<file path="config.mk">
export PLATFORM = sky130hd
export DESIGN_NAME = overture_regfile_stage_flat
export DESIGN_NICKNAME = d
export VERILOG_FILES = /design/src/rtl/overture_regfile_stage_if.sv /design/src/rtl/overture_regfile_stage.sv /design/src/flat_wrapper.sv
export SDC_FILE = /design/constraint.sdc
export NUM_CORES = 1
export LEC_CHECK = 0
export CAP_MARGIN = 20
export CORE_ASPECT_RATIO = 2
export CORE_MARGIN = 2
export CORE_UTILIZATION = 55
export CTS_CLUSTER_SIZE = 30
export DETAILED_ROUTE_END_ITERATION = 6
export GPL_ROUTABILITY_DRIVEN = 0
export PLACE_DENSITY = 0.9
export SKIP_LAST_GASP = 1
export SYNTH_ARGS = -nofsm -noshare
export SYNTH_HDL_FRONTEND = slang
export SYNTH_SLANG_ARGS = --single-unit
</file>
<file path="constraint.sdc">
create_clock -name clk -period 3.3 [get_ports clk]
set_clock_uncertainty 0.1 [all_clocks]
set_input_delay 0.66 -clock clk [delete_from_list [all_inputs] [get_ports clk]]
set_output_delay 0.66 -clock clk [all_outputs]
set_load 0.01 [all_outputs]
</file>
<file path="src/rtl/overture_regfile_stage_if.sv">
// rtl/overture_regfile_stage_if.sv - instruction, ALU, I/O and jump signals of the register-file stage
interface overture_regfile_stage_if;
  logic [7:0] instr;
  logic       instr_valid;
  logic       instr_ready;
  logic [7:0] alu_code;
  logic [7:0] alu_in1;
  logic [7:0] alu_in2;
  logic [7:0] alu_result;
  logic [7:0] io_in;
  logic [7:0] io_out;
  logic       io_out_valid;
  logic       jump_taken;
  logic [7:0] jump_addr;

  modport master (
    output instr, instr_valid, alu_result, io_in,
    input  instr_ready, alu_code, alu_in1, alu_in2, io_out, io_out_valid,
           jump_taken, jump_addr
  );

  modport slave (
    input  instr, instr_valid, alu_result, io_in,
    output instr_ready, alu_code, alu_in1, alu_in2, io_out, io_out_valid,
           jump_taken, jump_addr
  );
endinterface

</file>
<file path="src/rtl/overture_regfile_stage.sv">
// rtl/overture_regfile_stage.sv - six-register issue stage with ALU launch, copy and conditional jump
// OVERTURE_FWD_EN: forward alu_result to reg3 readers instead of stalling one cycle.
module overture_regfile_stage #(
  parameter int UUID = 0,
  parameter     NAME = ""
) (
  input logic                     clk,
  input logic                     rst,
  overture_regfile_stage_if.slave bus
);

  localparam logic [1:0] CLS_IMM  = 2'b00;
  localparam logic [1:0] CLS_ALU  = 2'b01;
  localparam logic [1:0] CLS_COPY = 2'b10;
  localparam logic [1:0] CLS_COND = 2'b11;

  logic unused_params;
  assign unused_params = ^{UUID, NAME};

  logic [7:0] reg_q [6];
  logic [7:0] reg_d [6];
  logic       ex_valid_q, ex_valid_d;
  logic [7:0] alu_code_q, alu_code_d;
  logic [7:0] alu_in1_q, alu_in1_d;
  logic [7:0] alu_in2_q, alu_in2_d;
  logic [7:0] io_out_q, io_out_d;
  logic       io_out_valid_q, io_out_valid_d;
  logic       jump_taken_q, jump_taken_d;
  logic [7:0] jump_addr_q, jump_addr_d;

  logic [1:0] cls;
  logic [2:0] src;
  logic [2:0] dst;
  logic       is_hazard;
  logic       ready;
  logic       accept;
  logic [7:0] reg3_rd;
  logic [7:0] src_val;
  logic       cond_true;

  assign cls       = bus.instr[7:6];
  assign src       = bus.instr[5:3];
  assign dst       = bus.instr[2:0];
  assign is_hazard = (cls == CLS_COND) || ((cls == CLS_COPY) && (src == 3'd3));

`ifdef OVERTURE_FWD_EN
  assign ready   = 1'b1;
  assign reg3_rd = ex_valid_q ? bus.alu_result : reg_q[3];
  logic unused_hazard;
  assign unused_hazard = is_hazard;
`else
  // Hold a reg3 reader back until the in-flight ALU result has landed in reg3.
  assign ready   = !(bus.instr_valid && ex_valid_q && is_hazard);
  assign reg3_rd = reg_q[3];
`endif

  assign accept = bus.instr_valid && ready;

  always_comb begin
    src_val = 8'h00;
    case (src)
      3'd3:    src_val = reg3_rd;
      3'd6:    src_val = bus.io_in;
      3'd7:    src_val = 8'h00;
      default: src_val = reg_q[src];
    endcase
  end

  // Condition codes test reg3 as a two's-complement value via its sign bit.
  always_comb begin
    cond_true = 1'b0;
    case (dst)
      3'd0: cond_true = 1'b0;
      3'd1: cond_true = (reg3_rd == 8'h00);
      3'd2: cond_true = reg3_rd[7];
      3'd3: cond_true = reg3_rd[7] || (reg3_rd == 8'h00);
      3'd4: cond_true = 1'b1;
      3'd5: cond_true = (reg3_rd != 8'h00);
      3'd6: cond_true = !reg3_rd[7];
      3'd7: cond_true = !reg3_rd[7] && (reg3_rd != 8'h00);
      default: cond_true = 1'b0;
    endcase
  end

  always_comb begin
    reg_d          = reg_q;
    ex_valid_d     = 1'b0;
    alu_code_d     = alu_code_q;
    alu_in1_d      = alu_in1_q;
    alu_in2_d      = alu_in2_q;
    io_out_d       = io_out_q;
    io_out_valid_d = 1'b0;
    jump_taken_d   = 1'b0;
    jump_addr_d    = jump_addr_q;

    if (ex_valid_q) begin
      reg_d[3] = bus.alu_result;
    end

    // Issuing instruction is applied after writeback so a copy into reg3 wins.
    if (accept) begin
      case (cls)
        CLS_IMM: reg_d[0] = {2'b00, bus.instr[5:0]};
        CLS_ALU: begin
          ex_valid_d = 1'b1;
          alu_code_d = {5'b00000, bus.instr[2:0]};
          alu_in1_d  = reg_q[1];
          alu_in2_d  = reg_q[2];
        end
        CLS_COPY: begin
          for (int i = 0; i < 6; i++) begin
            if (dst == 3'(i)) begin
              reg_d[i] = src_val;
            end
          end
          if (dst == 3'd6) begin
            io_out_d       = src_val;
            io_out_valid_d = 1'b1;
          end
        end
        CLS_COND: begin
          if (cond_true) begin
            jump_taken_d = 1'b1;
            jump_addr_d  = reg_q[0];
          end
        end
        default: ;
      endcase
    end
  end

  always_ff @(posedge clk or negedge rst) begin
    if (!rst) begin
      for (int i = 0; i < 6; i++) begin
        reg_q[i] <= 8'h00;
      end
      ex_valid_q     <= 1'b0;
      alu_code_q     <= 8'h00;
      alu_in1_q      <= 8'h00;
      alu_in2_q      <= 8'h00;
      io_out_q       <= 8'h00;
      io_out_valid_q <= 1'b0;
      jump_taken_q   <= 1'b0;
      jump_addr_q    <= 8'h00;
    end else begin
      reg_q          <= reg_d;
      ex_valid_q     <= ex_valid_d;
      alu_code_q     <= alu_code_d;
      alu_in1_q      <= alu_in1_d;
      alu_in2_q      <= alu_in2_d;
      io_out_q       <= io_out_d;
      io_out_valid_q <= io_out_valid_d;
      jump_taken_q   <= jump_taken_d;
      jump_addr_q    <= jump_addr_d;
    end
  end

  assign bus.instr_ready  = ready;
  assign bus.alu_code     = alu_code_q;
  assign bus.alu_in1      = alu_in1_q;
  assign bus.alu_in2      = alu_in2_q;
  assign bus.io_out       = io_out_q;
  assign bus.io_out_valid = io_out_valid_q;
  assign bus.jump_taken   = jump_taken_q;
  assign bus.jump_addr    = jump_addr_q;

endmodule

</file>
<file path="src/flat_wrapper.sv">
// flat-port wrapper written by rule: the top's interface ports become plain ports
module overture_regfile_stage_flat 
#(
  parameter int UUID = 0,
  parameter     NAME = ""
)
  (clk, rst, bus_instr, bus_instr_valid, bus_alu_result, bus_io_in, bus_instr_ready, bus_alu_code, bus_alu_in1, bus_alu_in2, bus_io_out, bus_io_out_valid, bus_jump_taken, bus_jump_addr);
  overture_regfile_stage_if bus_i ();
  input logic clk;
  input logic rst;
  input wire logic [$bits(bus_i.instr)-1:0] bus_instr;
  input wire logic [$bits(bus_i.instr_valid)-1:0] bus_instr_valid;
  input wire logic [$bits(bus_i.alu_result)-1:0] bus_alu_result;
  input wire logic [$bits(bus_i.io_in)-1:0] bus_io_in;
  output wire logic [$bits(bus_i.instr_ready)-1:0] bus_instr_ready;
  output wire logic [$bits(bus_i.alu_code)-1:0] bus_alu_code;
  output wire logic [$bits(bus_i.alu_in1)-1:0] bus_alu_in1;
  output wire logic [$bits(bus_i.alu_in2)-1:0] bus_alu_in2;
  output wire logic [$bits(bus_i.io_out)-1:0] bus_io_out;
  output wire logic [$bits(bus_i.io_out_valid)-1:0] bus_io_out_valid;
  output wire logic [$bits(bus_i.jump_taken)-1:0] bus_jump_taken;
  output wire logic [$bits(bus_i.jump_addr)-1:0] bus_jump_addr;
  assign bus_i.instr = bus_instr;
  assign bus_i.instr_valid = bus_instr_valid;
  assign bus_i.alu_result = bus_alu_result;
  assign bus_i.io_in = bus_io_in;
  assign bus_instr_ready = bus_i.instr_ready;
  assign bus_alu_code = bus_i.alu_code;
  assign bus_alu_in1 = bus_i.alu_in1;
  assign bus_alu_in2 = bus_i.alu_in2;
  assign bus_io_out = bus_i.io_out;
  assign bus_io_out_valid = bus_i.io_out_valid;
  assign bus_jump_taken = bus_i.jump_taken;
  assign bus_jump_addr = bus_i.jump_addr;
  overture_regfile_stage #(.UUID(UUID), .NAME(NAME)) u_core (.clk(clk), .rst(rst), .bus(bus_i));
endmodule
</file>
==> flow_summary.ini <==
[outcome]
status = finished clean

[logic_synthesis]
synthSimpleGateAreaFrac_pct = 15.9
synth_edf_count = 0
postSynthCellCount = 385
muxShareOfSynthArea_pct = 24.9
synth_flop_cell = dfrtp_1
yosys_warnings = 0
synth-compound-area-share_pct = 9.18
synthAdderAreaFrac_pct = 0
synth_cell_types = 48
yosysSeqAreaShare_pct = 45.7
synth_top_family_by_area = multiplexers
mappedNetlistArea_sq_um = 4700
syn_avg_cell_area_sq_um = 12.2
synth_xor_area_share_pct = 0.186
synth_seq_cells = 86
async_flop_share_pct = 100

[worst_setup_path]
worstSetupEndpointType = output port
critical_path_required_ps = 2540
crit_arrival_ps = 2230
rrSetupSlack_ps = 1110
cp-start-kind = input pin
path_max_fanout = 3
path_class = input pin to output port

[floorplanning]
die_area_sq_um = 9350
initial_core_util_pct = 56.7
row_count = 47
core_area_sq_um = 8290
io_pins = 70
fp.dieH_microns = 135
die_x_microns = 69.4

[clocking]
hold_buffers = 0
cts_tree = built
cts_root_buffer = clkbuf_16
postCtsSetupBuffers = 0
path_clk_slew_ps = 60
clk_latency_ps = 340
cts_resized = 0
clk_path_buf_depth = 2
cts_buffers = 9
h-tree-depth = 3
clock-sinks = 86

[cells_and_area]
layout_commonest_cell = dfrtp_1
fin_cells = 546
synthToLayoutAreaGrowth_pct = 21.0
fillers = 566
layout_common_cells = dfrtp_1, mux2_2, clkdlybuf4s50_1, mux2i_1
drive_above_1_share_pct = 26.8
num_antenna_cells = 0
regArea_sq_um = 2150
layout.nets = 472
multiInputGateArea_sq_um = 2380

[flow_run]
maxCapViolCount = 0

[placement]
place_inst = 531
port_buffers = 64
dp_hpwl_mm = 7.90

[routing]
wl_met2_mm = 5.99
routedWlPerCell_microns = 20.6
drt_iter0_markers = 308
first_pass_iters = 4
drt_wl_total_mm = 11.2
drt-vias-per-instance = 6.25
num_vias = 3412
drc = 0
wl_met1_mm = 4.27
routed.top_layer = met4
ant_nets = 0
wl_met3_microns = 453

[sta]
min_period_over_period_pct = 90.6
fin_setup_tns_ps = 0
post-route-min-period_ps = 2990
slew-limit-headroom_pct = 60.6
hold_violations = 0
slew_violations = 0
rsz0062_at_grt = false
final-setup-viol-count = 0
max_freq_mhz = 334
worst_pin_slew_ps = 589

[grt]
grt_pass1_wl_mm = 18.5
grt_max_degree = 87
antenna_found_initial = 0
grt.total_usage_pct = 25.6
grt_pass1_vias = 3613
gr-total-overflow = 0

[power]
p_leak_uw = 0.00238
ir_drop_mv = 0.484
power_density_nw_per_um2 = 556

[min_path]
hp-class = input pin to async pin
## worst max-delay path, stage by stage
cell and delay, ps:
clkdlybuf4s50_1 530, nor2b_1 260, a21oi_1 110, nand4b_1 180
clkdlybuf4s50_1 500
## routing by layer
metal  vias to the layer above  global-route usage [%]
met5                         -                       0
met4                         0                    15.1
met3                        34                    5.15
met2                       122                    43.7
met1                      1689                    29.6
li1                       1567                       -
## report_power, final
part	switching, uW	internal (uW)	leakage [uW]	total, uW
clock network	385	577	0.000132	963
registers	147	1260	0.00109	1410
logic	350	445	0.00117	795
## metrics by stage
stage | hold slack, ps | worst slack, ps | total power, uW | utilization [%] | cell area (sq um)
2_1_floorplan | 264 | 1210 | 1840 | - | 4720
3_3_place_gp | 384 | 326 | 2160 | 65.1 | 5390
3_5_place_dp | 393 | 291 | 2200 | 65.1 | 5390
4_1_cts | 406 | 321 | 3170 | 68.3 | 5670
5_1_grt | 58.4 | 262 | 3330 | 68.7 | 5690
6_report | 56.3 | 309 | 3160 | 68.7 | 5690
## registers in the layout, summed over array words and instances, names as in the netlist
signal	cells
u_core.reg_q	40
u_core.bus.alu_in1	8
u_core.bus.alu_in2	8
u_core.bus.io_out	8
u_core.bus.jump_addr	8
u_core.reg3_rd	8
u_core.bus.alu_code	3
u_core.bus.io_out_valid	1
u_core.bus.jump_taken	1
u_core.ex_valid_q	1
## area by class of cell
class                           count  share of cell area [%]
Multi-Input combinational cell    268                    41.7
Sequential cell                    86                    37.8
Timing Repair Buffer               78                    13.4
Clock buffer                       12                    4.15
Tap cell                           98                    2.15
Clock inverter                      2                   0.615
Inverter                            2                   0.132
## Yosys cell counts (7+ instances only)
| library cell | number | share of area [%] |
|---|---|---|
| nor2_1 | 12 | 0.96 |
| nand2b_1 | 10 | 1.3 |
| nor3_1 | 9 | 0.96 |
| nor4bb_1 | 8 | 1.7 |
| dfrtp_1 | 86 | 46 |
| buf_2 | 15 | 1.6 |
| nor3b_1 | 8 | 1.3 |
| nor4_1 | 9 | 1.2 |
| nand3_1 | 8 | 0.85 |
| mux2i_1 | 28 | 6.0 |
| mux2_2 | 73 | 17 |
| and2_1 | 7 | 0.93 |
| buf_4 | 9 | 1.4 |
| nand3b_1 | 8 | 1.3 |
| clkbuf_1 | 8 | 0.64 |
| a21oi_1 | 8 | 0.85 |
| a221oi_1 | 8 | 1.5 |
| o211ai_1 | 14 | 2.2 |
## kinds of logic after synthesis
family,count (synthesis)
other,1
and+or+nand+nor,102
AOI/OAI and AO/OA,55
buffers and inverters,35
muxes,105
xor gates and xnor gates,1
DFF,86
## worst paths after layout
path	cells past startpoint	to	from
max	5	bus_instr_ready	bus_instr[3]
min	1	u_core.bus.io_out[7]	rst
max reg2reg	4	u_core.bus.io_out[7]	u_core.ex_valid_q
min reg2reg	1	u_core.bus.io_out[6]	u_core.bus.io_out[6]
max in group asynchronous	2	u_core.reg_q[5]	rst
min in group clk	1	u_core.bus.io_out[6]	u_core.bus.io_out[6]
No activity file was read; power rests on OpenSTA's default activity.
